### config.mk
export PLATFORM = sky130hd
export DESIGN_NAME = spi_master_byte_flat
export DESIGN_NICKNAME = d
export VERILOG_FILES = /design/src/rtl/spi_master_byte_if.sv /design/src/rtl/spi_master_byte.sv /design/src/flat_wrapper.sv
export SDC_FILE = /design/constraint.sdc
export NUM_CORES = 1
export LEC_CHECK = 0
export ABC_AREA = 1
export CORE_MARGIN = 2
export CORE_UTILIZATION = 61
export CTS_BUF_LIST = sky130_fd_sc_hd__clkbuf_8
export CTS_CLUSTER_SIZE = 20
export DETAILED_ROUTE_END_ITERATION = 16
export GPL_TIMING_DRIVEN = 0
export PLACE_DENSITY = 0.87
export SYNTH_ARGS = -nofsm -noshare
export SYNTH_HDL_FRONTEND = slang
export SYNTH_SLANG_ARGS = --single-unit
export TNS_END_PERCENT = 50
### constraint.sdc
create_clock -name clk -period 2.09 [get_ports clk]
set_input_delay 0.3135 -clock clk [delete_from_list [all_inputs] [get_ports clk]]
set_output_delay 0.3135 -clock clk [all_outputs]
set_load 0.05 [all_outputs]
### src/rtl/spi_master_byte_if.sv
// Host-side byte stream of the SPI initiator: tx handshake in, rx pulse and busy out.
// "master" is the host driving bytes in; "slave" is the SPI block.
interface spi_master_byte_if;
  logic       tx_valid;
  logic       tx_ready;
  logic [7:0] tx_data;
  logic       tx_last;
  logic       rx_valid;
  logic [7:0] rx_data;
  logic       busy;

  modport master (
    output tx_valid, tx_data, tx_last,
    input  tx_ready, rx_valid, rx_data, busy
  );

  modport slave (
    input  tx_valid, tx_data, tx_last,
    output tx_ready, rx_valid, rx_data, busy
  );
endinterface

### src/rtl/spi_master_byte.sv
// SPI mode-0 initiator, MSB first, one byte per handshake; tx_last closes the ncs frame.
// Every output is a flop; sdi is captured on the edge that raises sck.
module spi_master_byte #(
  parameter int CLK_DIV  = 6,
  parameter int CS_SETUP = 2,
  parameter int CS_HOLD  = 2,
  parameter int CS_GAP   = 4
) (
  input  logic              clk,
  input  logic              rst,
  spi_master_byte_if.slave  bus,
  output logic              spi_sck,
  output logic              spi_sdo,
  input  logic              spi_sdi,
  output logic              spi_ncs
);

  // One counter is shared by every timed state, so size it for the longest one.
  localparam int M1   = (CLK_DIV > CS_SETUP) ? CLK_DIV : CS_SETUP;
  localparam int M2   = (CS_HOLD > CS_GAP) ? CS_HOLD : CS_GAP;
  localparam int MAXP = (M1 > M2) ? M1 : M2;
  localparam int CW   = (MAXP > 1) ? $clog2(MAXP) : 1;

  typedef enum logic [2:0] {IDLE, SETUP, SHIFT, WAIT, HOLD, GAP} state_t;

  state_t        state;
  logic [CW-1:0] cnt;
  logic [2:0]    bit_cnt;
  logic [7:0]    shift;
  logic          last;

  always_ff @(posedge clk or posedge rst) begin
    if (rst) begin
      state        <= IDLE;
      cnt          <= '0;
      bit_cnt      <= '0;
      shift        <= '0;
      last         <= 1'b0;
      spi_ncs      <= 1'b1;
      spi_sck      <= 1'b0;
      spi_sdo      <= 1'b0;
      bus.tx_ready <= 1'b0;
      bus.rx_valid <= 1'b0;
      bus.rx_data  <= '0;
      bus.busy     <= 1'b0;
    end else begin
      bus.rx_valid <= 1'b0;
      case (state)
        IDLE: begin
          if (bus.tx_valid && bus.tx_ready) begin
            shift        <= bus.tx_data;
            last         <= bus.tx_last;
            spi_ncs      <= 1'b0;
            spi_sdo      <= bus.tx_data[7];
            bus.tx_ready <= 1'b0;
            bus.busy     <= 1'b1;
            cnt          <= '0;
            state        <= SETUP;
          end else begin
            bus.tx_ready <= 1'b1;
          end
        end
        SETUP: begin
          if (cnt == CW'(CS_SETUP - 1)) begin
            cnt   <= '0;
            state <= SHIFT;
          end else begin
            cnt <= cnt + 1'b1;
          end
        end
        SHIFT: begin
          if (cnt == CW'(CLK_DIV - 1)) begin
            cnt <= '0;
            if (!spi_sck) begin
              spi_sck <= 1'b1;
              shift   <= {shift[6:0], spi_sdi};
            end else begin
              spi_sck <= 1'b0;
              bit_cnt <= bit_cnt + 1'b1;
              if (bit_cnt == 3'd7) begin
                // sdo keeps the final bit through HOLD/WAIT.
                bus.rx_data  <= shift;
                bus.rx_valid <= 1'b1;
                bus.tx_ready <= !last;
                state        <= last ? HOLD : WAIT;
              end else begin
                spi_sdo <= shift[7];
              end
            end
          end else begin
            cnt <= cnt + 1'b1;
          end
        end
        WAIT: begin
          if (bus.tx_valid && bus.tx_ready) begin
            shift        <= bus.tx_data;
            last         <= bus.tx_last;
            spi_sdo      <= bus.tx_data[7];
            bus.tx_ready <= 1'b0;
            cnt          <= '0;
            state        <= SHIFT;
          end
        end
        HOLD: begin
          if (cnt == CW'(CS_HOLD - 1)) begin
            cnt     <= '0;
            spi_ncs <= 1'b1;
            spi_sdo <= 1'b0;
            state   <= GAP;
          end else begin
            cnt <= cnt + 1'b1;
          end
        end
        GAP: begin
          if (cnt == CW'(CS_GAP - 1)) begin
            cnt          <= '0;
            bus.busy     <= 1'b0;
            bus.tx_ready <= 1'b1;
            state        <= IDLE;
          end else begin
            cnt <= cnt + 1'b1;
          end
        end
        default: state <= IDLE;
      endcase
    end
  end

endmodule

### src/flat_wrapper.sv
// flat-port wrapper written by rule: the top's interface ports become plain ports
module spi_master_byte_flat 
#(
  parameter int CLK_DIV  = 6,
  parameter int CS_SETUP = 2,
  parameter int CS_HOLD  = 2,
  parameter int CS_GAP   = 4
)
  (clk, rst, spi_sck, spi_sdo, spi_sdi, spi_ncs, bus_tx_valid, bus_tx_data, bus_tx_last, bus_tx_ready, bus_rx_valid, bus_rx_data, bus_busy);
  spi_master_byte_if bus_i ();
  input  logic clk;
  input  logic rst;
  output logic spi_sck;
  output logic spi_sdo;
  input  logic spi_sdi;
  output logic spi_ncs;
  input wire logic [$bits(bus_i.tx_valid)-1:0] bus_tx_valid;
  input wire logic [$bits(bus_i.tx_data)-1:0] bus_tx_data;
  input wire logic [$bits(bus_i.tx_last)-1:0] bus_tx_last;
  output wire logic [$bits(bus_i.tx_ready)-1:0] bus_tx_ready;
  output wire logic [$bits(bus_i.rx_valid)-1:0] bus_rx_valid;
  output wire logic [$bits(bus_i.rx_data)-1:0] bus_rx_data;
  output wire logic [$bits(bus_i.busy)-1:0] bus_busy;
  assign bus_i.tx_valid = bus_tx_valid;
  assign bus_i.tx_data = bus_tx_data;
  assign bus_i.tx_last = bus_tx_last;
  assign bus_tx_ready = bus_i.tx_ready;
  assign bus_rx_valid = bus_i.rx_valid;
  assign bus_rx_data = bus_i.rx_data;
  assign bus_busy = bus_i.busy;
  spi_master_byte #(.CLK_DIV(CLK_DIV), .CS_SETUP(CS_SETUP), .CS_HOLD(CS_HOLD), .CS_GAP(CS_GAP)) u_core (.clk(clk), .rst(rst), .bus(bus_i), .spi_sck(spi_sck), .spi_sdo(spi_sdo), .spi_sdi(spi_sdi), .spi_ncs(spi_ncs));
endmodule
; ---- Yosys cells after proc, flatten, opt, wreduce, memory -nomap -nowiden
; Index checks and enable logic that the tools add are counted.
; Widths: inputs -> output; s select.
[totals]
regBits = 32
input_bits = 13
[op_classes]
n_eq_ne = 20
n_reduce_logical = 22
n_addsub = 2
mux = 42
[op_table]
columns = cell, count
row1 = $mux 3, 13
row2 = $mux 8, 3
row3 = $mux 1, 19
row4 = $ne 2x1->1 const B, 9
row5 = $pmux 3 s6, 1
row6 = $pmux 8 s2, 1
row7 = $eq 3x3->1 const B, 4
row8 = $pmux 3 s4, 1
row9 = $reduce_and 6->1, 2
row10 = $eq 3x2->1 const B, 3
row11 = $reduce_and 3->1, 3
row12 = $reduce_and 4->1, 2
row13 = $reduce_and 8->1, 1
row14 = $reduce_bool 4->1, 2
row15 = $add 3x1->3 const B, 2
row16 = $eq 3x1->1 const B, 2
row17 = $reduce_and 2->1, 3
row18 = $reduce_bool 2->1, 3
row19 = $ne 2x2->1 const B, 2
row20 = $pmux 1 s2, 2
row21 = $pmux 1 s4, 1
row22 = $reduce_or 2->1, 2
row23 = $logic_not 3->1, 1
row24 = $pmux 1 s3, 1
row25 = 3 further kinds, 3

; ---- Depth between registers and ports, before layout
; Gate-level depths: netlist of the first run.
[logic_depth]
depth_word = 5
depth_mapped = 9

; ---- Worst setup path after synthesis of the first run
; Ideal clock, no wire load.
[synth_path]
path_type = register -> register
from = register u_core.bus.tx_ready
to = register u_core.state[1]
t_arrival_ns = 1.413
stages_incl_launch_ff = 8
slack_ns = 0.560
cell_sequence = dfrtp_1 -> nand2_1 -> nand3_1 -> nand2_1 -> nor2_2 -> nand2_2 -> nand2_1 -> nand2_1
[synth_between]
elab_chain_len = 3
[synth_rtl]
columns = item, line_no
row1 = "start, declared", spi_master_byte_if.sv:19  ; output tx_ready, rx_valid, rx_data, busy
row2 = "start signal, assigned", spi_master_byte.sv:84  ; bus.tx_ready <= !last;
row3 = $logic_and 1x1->1 *, "spi_master_byte.sv:50, spi_master_byte.sv:95"
row4 = $ne 2x1->1 (no line), -
row5 = $reduce_and 8->1 (no line) *, -
row6 = "end signal, assigned", spi_master_byte.sv:85  ; state <= last ? HOLD : WAIT;
row7 = "end, declared", spi_master_byte.sv:26  ; state_t state;
; Every way passes the cells marked *; elsewhere a longest branch is shown, timed or not.
; A chain may end at the register's enable or synchronous reset.

; ---- Worst setup path after layout of the first run
[layout_path]
from = register u_core.spi_ncs
to = output spi_ncs
[layout_lines]
columns = item, line_no
row1 = "start, declared", spi_master_byte.sv:15  ; output logic spi_ncs
row2 = "start signal, assigned", spi_master_byte.sv:39  ; spi_ncs <= 1'b1;
row3 = "start signal, assigned", spi_master_byte.sv:53  ; spi_ncs <= 1'b0;
row4 = "start signal, assigned", spi_master_byte.sv:107  ; spi_ncs <= 1'b1;
row5 = "end, declared", flat_wrapper.sv:16  ; output logic spi_ncs;
; No word-level cell between the ends.

==> impl_metrics.csv, run 1 <==
group,metric,value,unit
run_status,status,"finished clean",
layout,nFillCells,238,
logic_synthesis,synth_most_common_cell,"nand2_1",
layout,n_antenna_cell,0,
placement,gp_congestion,0.8812,
sta,finClkSkew,4.035,ps
clock_network,htree_levels,2,
logic_synthesis,synthArstFlopShare,100.0,%
floorplan,die-area,3717,um^2
clock_network,clock-sinks,32,
layout,seq_area,802.0,um^2
global_route,grt_pass1_vias,1484,
floorplan,num_io_pins,27,
logic_synthesis,synth_area_per_cell,8.079,um^2
route,vias,1688,
clock_network,numCtsBuffers,5,
placement,dp_hpwl,3.010,mm
sta,rsz0062_at_grt,"false",
logic_synthesis,synth-seq-cells,32,
sta,hold_slack,309.2,ps
worst_setup_path,start_kind,"flop",
global_route,grt_overflow,0,
worst_setup_path,worst-path-buf-inv,1,
pwr,total_power,3.546,mW
layout,multi_input_comb_area,1011,um^2
clock_network,cts_tree,"yes",
worst_setup_path,cpPeakStageDelay,790,ps
clock_network,cts.path.max_buffers,2,
logic_synthesis,mappedNetlistNets,264,
worst_setup_path,path_cells,"clkdlybuf4s50_1",
layout,syn_to_final_growth,22.76,%
clock_network,hold_buffers,0,
clock_network,post_cts_buffers,0,
worst_setup_path,cp_data_required_time,1780,ps
worst_setup_path,critPathKind,"reg -> out",
route,drt_iter0_drc,155,
sta,worst_pin_slew,502.9,ps
pwr,p_per_area,1459,nW/um^2
clock_network,clock_latency,290,ps
global_route,grt_usage,24.59,%
global_route,grt_max_degree,33,
logic_synthesis,yosysSeqAreaShare,40.52,%
worst_setup_path,crit_path_end_kind,"output pin",
sta,timing.fmax,521.3,MHz
sta,setup_tns,0,ps
sta,setup_viol,0,
logic_synthesis,synth_area_leaders,"dfrtp_1, nand2_1, nand3_1",
logic_synthesis,syn_inst,245,
route,first_pass_iters,6,
sta,slew_headroom,66.37,%
logic_synthesis,synth.area.mux_share,0,%
route,post_drt_wl_per_cell,12.68,um
layout,design_area,2430,um^2
sta,fin_crit,1918,ps
global_route,grt_pass1_wl,6.582,mm
route,post_drt_via_cell_ratio,5.210,
logic_synthesis,ys_warn_count,0,
logic_synthesis,synth_edf_count,0,
worst_setup_path,path_max_fanout,2,
pwr,peakVddDrop,0.0009501,V
floorplan,die-height,60.97,um
logic_synthesis,synth_top_family_by_area,"simple AND/OR/NAND/NOR gates",
clock_network,post_cts_resized,0,
logic_synthesis,synth-compound-area-share,7.585,%
layout,drive_gt1_share,17.86,%
floorplan,rows,20,
logic_synthesis,netlist_area,1979,um^2
logic_synthesis,post_synth_and_or_nand_nor_area_fraction,38.81,%
hold_path,hp-class,"in -> async",
layout,fin_nets,298,
logic_synthesis,yosysUniqueCellTypes,28,
worst_setup_path,crit_path_top_delay_cell,"clkdlybuf4s50_1",
sta,period_share,91.78,%
route,routed_wl,4.107,mm
floorplan,die_w,60.97,um
sta,slew_violations,0,
logic_synthesis,synth_xor_area_share,0.8850,%
route,drc,0,
layout,post-route-util,78.94,%
pwr,leakagePower,1.227,nW
floorplan,core,3078,um^2
logic_synthesis,synth-adder-area-share,3.793,%
logic_synthesis,synth_top_area_share,39.19,%
worst_setup_path,cp_top_family,"buffers and inverters",
worst_setup_path,arrival,1600,ps
logic_synthesis,netlist_top_cells_count,"nand2_1, dfrtp_1, inv_1",
route,detail-route-antenna-nets,0,
placement,place_area,2295,um^2
floorplan,start_util,64.31,%
clock_network,clk_pin_slew,60,ps
placement,numPortBuffers,26,
global_route,antenna_found_initial,0,
logic_synthesis,synthFlopType,"dfrtp_1",
logic_synthesis,yosysTopAreaCell,"dfrtp_1",
clock_network,clk_root_buffer_cell,"clkbuf_8",
job,maxCapViolations,0,
sta,hold_viol,0,
-- power by group --
| group | internal (mW) | switching, mW |
|---|---|---|
| clock | 0.348 | 0.225 |
| sequential | 0.801 | 0.109 |
| combinational | 0.702 | 1.36 |
| total | 1.85 | 1.69 |
-- layout make-up --
class / count / area share, %
Inverter: 27 / 4.377
Multi-Input combinational cell: 181 / 41.61
Tap cell: 44 / 2.266
Timing Repair Buffer: 27 / 11.84
Clock buffer: 5 / 2.832
Sequential cell: 32 / 33.01
Buffer: 5 / 2.472
Clock inverter: 3 / 1.596
-- stage by stage --
stage	cells	setup slack (ps)
3_5_place_dp	315	333.9
3_3_place_gp	315	338.8
2_1_floorplan	245	560.5
4_1_cts	323	163.0
5_1_grt	324	140.2
6_report	324	171.7
-- final timing paths --
path,slack (ps),cells after the start,endpoint,from
max,170,1,spi_ncs,u_core.spi_ncs
min,310,2,u_core.cnt[0],rst
max reg2reg,500,8,u_core.bus.tx_ready,u_core.cnt[0]
min reg2reg,480,1,u_core.bit_cnt[0],u_core.bit_cnt[0]
max in group asynchronous,1330,3,u_core.bus.rx_data[7],rst
min in group clk,480,1,u_core.bit_cnt[0],u_core.bit_cnt[0]
-- worst register-to-register path: cells and delay by family, from the launching register on --
family                   cells  cell delay (ps)
AND/OR/NAND/NOR              7              870
flip-flops                   1              420
adder cells (fa/ha/maj)      1              200
-- cells in the final DEF, fill, tap and decap left out, drive strengths merged --
master         count
a2bb2oi            1
ha                 6
clkbuf             5
xnor2              1
nand4              3
bufinv             1
a21oi              2
inv               28
clkinv             1
clkdlybuf4s50     26
o21ai             21
buf                6
nand2            101
dfrtp             31
nor2              22
nand3             23
xor2               1
dfstp              1
-- flip-flops by register name, summed over array words and instances (netlist names) --
name,flops
u_core.state,3
u_core.bus.tx_ready,1
u_core.shift,8
u_core.bus.rx_valid,1
u_core.bus.busy,1
u_core.last,1
u_core.bus.rx_data,8
u_core.spi_sdo,1
u_core.spi_sck,1
u_core.spi_ncs,1
u_core.bit_cnt,3
u_core.cnt,3
-- kinds of logic (layout without fill, tap and decap cells) --
kind of cell | after synthesis | count (layout)
compound gates | 24 | 24
xor+xnor | 2 | 2
fa+ha+maj | 6 | 6
buf+inv | 32 | 67
flops | 32 | 32
simple gates | 149 | 149
-- layer usage --
| layer | vias up | track usage [%] | share of wire [%] | wire length, um |
|---|---|---|---|---|
| met5 | - | 0 | 0 | 0 |
| met2 | 37 | 40.86 | 50 | 2039 |
| met3 | 6 | 5.757 | 4.0 | 166 |
| met4 | 0 | 7.453 | 1.3 | 53 |
| met1 | 801 | 32.02 | 45 | 1847 |
| li1 | 844 | - | - | - |
No activity file was read; power rests on OpenSTA's default activity.
==> run 2, diff against run 1 <==
MAX_ROUTING_LAYER = met4   (was unset)
==> run 2 against run 1 <==
Against the previous run:
- die area is the same
- power is essentially flat
- clock-buffer cell count is the same
- largest cell class unchanged
- critical path depth is the same
- critical endpoint unchanged
- worst setup slack is essentially flat
==> impl_metrics.csv, run 2 (same netlist as run 1, synthesis figures left out) <==
group,metric,value,unit
run_status,status,"finished clean",
sta,hold_viol,0,
floorplan,die-area,3717,um^2
worst_setup_path,path_cells,"clkdlybuf4s50_1",
layout,final_cell_mix,"nand2_1, dfrtp_1, clkdlybuf4s50_1",
sta,fin_crit,1918,ps
layout,drive_gt1_share,17.86,%
worst_setup_path,path_max_fanout,2,
sta,finClkSkew,3.916,ps
floorplan,core,3078,um^2
layout,syn_to_final_growth,22.76,%
placement,dp_hpwl,3.010,mm
route,drt_iter0_drc,137,
pwr,p_per_area,1459,nW/um^2
clock_network,clk_root_buffer_cell,"clkbuf_8",
layout,mostFrequentLayoutCell,"nand2_1",
layout,stdcell_count,324,
clock_network,numCtsBuffers,5,
worst_setup_path,crit_path_end_kind,"output pin",
worst_setup_path,crit_path_top_delay_cell,"clkdlybuf4s50_1",
clock_network,clock_latency,290,ps
worst_setup_path,rrSetupSlack,490,ps
clock_network,post_cts_buffers,0,
worst_setup_path,arrival,1600,ps
hold_path,hp-class,"in -> async",
clock_network,clk_pin_slew,60,ps
worst_setup_path,cp_data_required_time,1780,ps
route,routed_wl,4.111,mm
sta,period_share,91.78,%
sta,setup_viol,0,
layout,design_area,2430,um^2
clock_network,cts.path.max_buffers,2,
floorplan,die-height,60.97,um
route,first_pass_iters,4,
worst_setup_path,worstReg2RegEnd,"u_core.bus.tx_ready",
pwr,leakagePower,1.227,nW
clock_network,htree_levels,2,
worst_setup_path,cpPeakStageDelay,790,ps
global_route,antenna_found_initial,0,
floorplan,rows,20,
layout,fin_nets,298,
clock_network,post_cts_resized,0,
clock_network,cts_tree,"yes",
worst_setup_path,critPathKind,"reg -> out",
floorplan,die_w,60.97,um
sta,hold_slack,309.5,ps
worst_setup_path,worst-path-buf-inv,1,
worst_setup_path,reg2regPathDepth,8,
worst_setup_path,rr_startpoint,"u_core.cnt[0]",
sta,timing.fmax,521.3,MHz
clock_network,hold_buffers,0,
global_route,grt_usage,25.38,%
layout,n_antenna_cell,0,
global_route,grt_pass1_wl,6.582,mm
route,post_drt_wl_per_cell,12.69,um
clock_network,clock-sinks,32,
floorplan,num_io_pins,27,
job,maxCapViolations,0,
placement,post-place-cells,315,
global_route,grt_overflow,0,
sta,slew_violations,0,
pwr,peakVddDrop,0.0009458,V
worst_setup_path,start_kind,"flop",
sta,setup_tns,0,ps
global_route,grt_pass1_vias,1486,
global_route,grt_max_degree,33,
sta,slew_headroom,66.37,%
route,drc,0,
route,vias,1706,
placement,numPortBuffers,26,
sta,rsz0062_at_grt,"false",
floorplan,start_util,64.31,%
route,post_drt_via_cell_ratio,5.265,
worst_setup_path,cp_top_family,"buffers and inverters",
placement,gp_congestion,0.8958,
sta,worst_pin_slew,502.9,ps
layout,largestRegisters,"u_core.bus.rx_data (8), u_core.shift (8)",
placement,place_area,2295,um^2
route,detail-route-antenna-nets,0,
## run 2: report_power, final
part           switching [mW]  internal (mW)  total [mW]
logic                    1.36          0.702        2.06
clock network           0.225          0.348       0.573
registers               0.109          0.801       0.910
## run 2: routing by layer
metal	GRT usage [%]	vias up	share of wire, %
li1	-	844	-
met2	40.86	53	50
met5	-	-	0
met4	7.453	0	1.3
met3	5.757	7	5.4
met1	32.02	802	43
## run 2: how the worst max path moves through the flow
stage                             start                 to  slack [ps]  cells past startpoint
detailed placement                  rst  u_core.bit_cnt[1]         330                      2
global route             u_core.spi_ncs            spi_ncs         140                      1
CTS                      u_core.spi_ncs            spi_ncs         160                      1
floorplan           u_core.bus.tx_ready    u_core.state[1]         560                      7
finish                   u_core.spi_ncs            spi_ncs         170                      1
global placement                    rst  u_core.bit_cnt[0]         340                      2
## run 2: stage by stage
step	power [mW]	worst slack, ps	utilization [%]
after floorplan	2.535	560.5	-
after global placement	2.899	338.8	74.55
after detailed placement	2.959	333.9	74.55
after CTS	3.547	163.0	78.05
after global routing	3.809	140.2	78.94
final	3.546	171.7	78.94
## run 2: cell type report
class                           instances  area [um^2]
Multi-Input combinational cell        181         1011
Sequential cell                        32        802.0
Inverter                               27        106.4
Clock inverter                          3        38.79
Fill cell                             238        648.1
Buffer                                  5        60.06
Tap cell                               44        55.05
Timing Repair Buffer                   27        287.8
Clock buffer                            5        68.82
==> run 3, diff against run 2 <==
CORE_ASPECT_RATIO = 1.4   (was unset)
==> run 3 against run 2 <==
Against the previous run:
- flip-flop and latch count did not move
- register-to-register slack improved by 20 ps
- clock power decreased by 21%
- sequential power about the same
- hold slack worse by 49 ps
- cell area fell by 1.3%
- highest routed layer unchanged
- maximum frequency is 0.29% higher
- non-clock buffer count stayed put
- critical path depth is the same
- largest cell class unchanged
- die area increased by 0.17%
==> impl_metrics.csv, run 3 (same netlist as run 1, synthesis figures left out) <==
group,metric,value,unit
run_status,status,"finished clean",
layout,largestRegisters,"u_core.bus.rx_data (8), u_core.shift (8)",
worst_setup_path,start_kind,"flop",
sta,finClkSkew,5.288,ps
layout,mostFrequentLayoutCell,"nand2_1",
sta,setup_viol,0,
sta,rsz0062_at_grt,"false",
clock_network,clock_latency,290,ps
pwr,p_clk_share,13.0,%
worst_setup_path,rrSetupSlack,510,ps
clock_network,htree_levels,2,
worst_setup_path,crit_path_top_delay_cell,"clkdlybuf4s50_1",
global_route,antenna_found_initial,0,
clock_network,cts.path.max_buffers,2,
floorplan,start_util,63.38,%
pwr,p_per_area,1445,nW/um^2
placement,gp_congestion,0.9014,
placement,dp_hpwl,3.060,mm
route,first_pass_iters,4,
worst_setup_path,worstReg2RegEnd,"u_core.state[1]",
sta,hold_slack,260.6,ps
worst_setup_path,cp_top_family,"buffers and inverters",
layout,syn_to_final_growth,21.11,%
global_route,met3_usage,5.417,%
global_route,grt_max_degree,33,
worst_setup_path,path_max_fanout,2,
global_route,grt_busiest_layer,"met2",
pwr,seq_power_share,26.4,%
pwr,switching_share,50.16,%
global_route,gr-usage-met1,29.78,%
pwr,leakagePower,1.215,nW
worst_setup_path,rr_startpoint,"u_core.cnt[0]",
layout,drive_gt1_share,17.50,%
worst_setup_path,crit_end,"spi_ncs",
floorplan,rows,24,
sta,worst_pin_slew,506.2,ps
clock_network,clock-sinks,32,
worst_setup_path,cp-startpoint,"u_core.spi_ncs",
route,vias,1699,
floorplan,die-area,3723,um^2
worst_setup_path,arrival,1600,ps
sta,slew_violations,0,
floorplan,die_w,52.15,um
sta,slew_headroom,66.15,%
sta,setup_tns,0,ps
worst_setup_path,cp_data_required_time,1780,ps
layout,stdcell_count,319,
clock_network,post_cts_resized,0,
clock_network,clk_root_buffer_cell,"clkbuf_8",
clock_network,post_cts_buffers,0,
placement,post-place-cells,310,
route,routed_wl,4.389,mm
worst_setup_path,worst-path-buf-inv,1,
route,drc,0,
worst_setup_path,path_cells,"clkdlybuf4s50_1",
placement,numPortBuffers,26,
placement,place_area,2288,um^2
clock_network,cts_tree,"yes",
pwr,power_frac_comb,60.7,%
floorplan,num_io_pins,27,
floorplan,die-height,71.40,um
global_route,grt_usage,27.03,%
global_route,grt_pass1_wl,7.383,mm
worst_setup_path,reg2regPathDepth,8,
hold_path,hp-class,"in -> async",
clock_network,hold_buffers,0,
pwr,switchingPower,1.738,mW
clock_network,numCtsBuffers,5,
sta,fin_crit,1913,ps
sta,timing.fmax,522.8,MHz
job,maxCapViolations,0,
global_route,grt_pass1_vias,1650,
layout,final_cell_mix,"nand2_1, dfrtp_1, clkdlybuf4s50_1",
layout,design_area,2397,um^2
route,post_drt_via_cell_ratio,5.326,
layout,fin_nets,298,
sta,hold_viol,0,
pwr,peakVddDrop,0.001029,V
layout,n_antenna_cell,0,
worst_setup_path,critPathKind,"reg -> out",
sta,period_share,91.52,%
floorplan,core,3123,um^2
global_route,grt_overflow,0,
clock_network,clk_pin_slew,70,ps
route,post_drt_wl_per_cell,13.76,um
global_route,grt_util_met2,47.82,%
route,detail-route-antenna-nets,0,
worst_setup_path,crit_cells,1,
worst_setup_path,cpPeakStageDelay,790,ps
route,drt_iter0_drc,70,
pwr,p_int,1.727,mW
worst_setup_path,crit_path_end_kind,"output pin",
[run 3: cell types whose count changed in the layout (fill, tap and decap cells not counted)]
cell | before | now
bufinv_16 | 1 | 0
clkinv_1 | 0 | 1
[run 3: final cells by class]
cell class / count / area [um^2]
Inverter: 27 / 106.4
Timing Repair Buffer: 27 / 287.8
Tap cell: 39 / 48.80
Buffer: 5 / 60.06
Fill cell: 232 / 725.7
Clock inverter: 3 / 12.51
Sequential cell: 32 / 802.0
Multi-Input combinational cell: 181 / 1011
Clock buffer: 5 / 68.82
[run 3: worst register-to-register path, delay by kind of cell (launching register included)]
kind	cells	cell delay (ps)
fa+ha+maj	1	200
flops	1	430
simple gates	7	840
[run 3: worst min-delay path by stage]
stage	startpoint	slack, ps	depth (start not counted)	end
after floorplan	rst	430	1	u_core.bit_cnt[0]
after global placement	u_core.shift[1]	460	2	u_core.shift[1]
after detailed placement	u_core.shift[5]	470	2	u_core.shift[5]
after CTS	u_core.bus.rx_data[4]	480	2	u_core.bus.rx_data[4]
after global routing	rst	290	2	u_core.bus.rx_data[0]
final	rst	260	2	u_core.bus.rx_data[0]
[run 3: per-stage QoR]
step | power, mW | utilization [%] | setup WS (ps)
2_1_floorplan | 2.535 | - | 560.5
3_3_place_gp | 2.918 | 73.28 | 312.1
3_5_place_dp | 2.978 | 73.28 | 281.3
4_1_cts | 3.451 | 75.88 | 167.1
5_1_grt | 3.758 | 76.76 | 145.5
6_report | 3.464 | 76.76 | 177.3
[run 3: power groups by stage]
stage / combinational, mW / sequential [mW] / clock [mW]
2_1_floorplan: 1.49 / 1.04 / 0
3_3_place_gp: 2.00 / 0.914 / 0
5_1_grt: 2.35 / 0.931 / 0.480
3_5_place_dp: 2.06 / 0.918 / 0
4_1_cts: 2.08 / 0.913 / 0.455
6_report: 2.10 / 0.913 / 0.450
[run 3: routing by layer]
layer | routed length [um] | share of wire [%]
met5 | 0 | 0
met1 | 1692 | 39
met4 | 121 | 2.8
met3 | 147 | 3.3
met2 | 2427 | 55
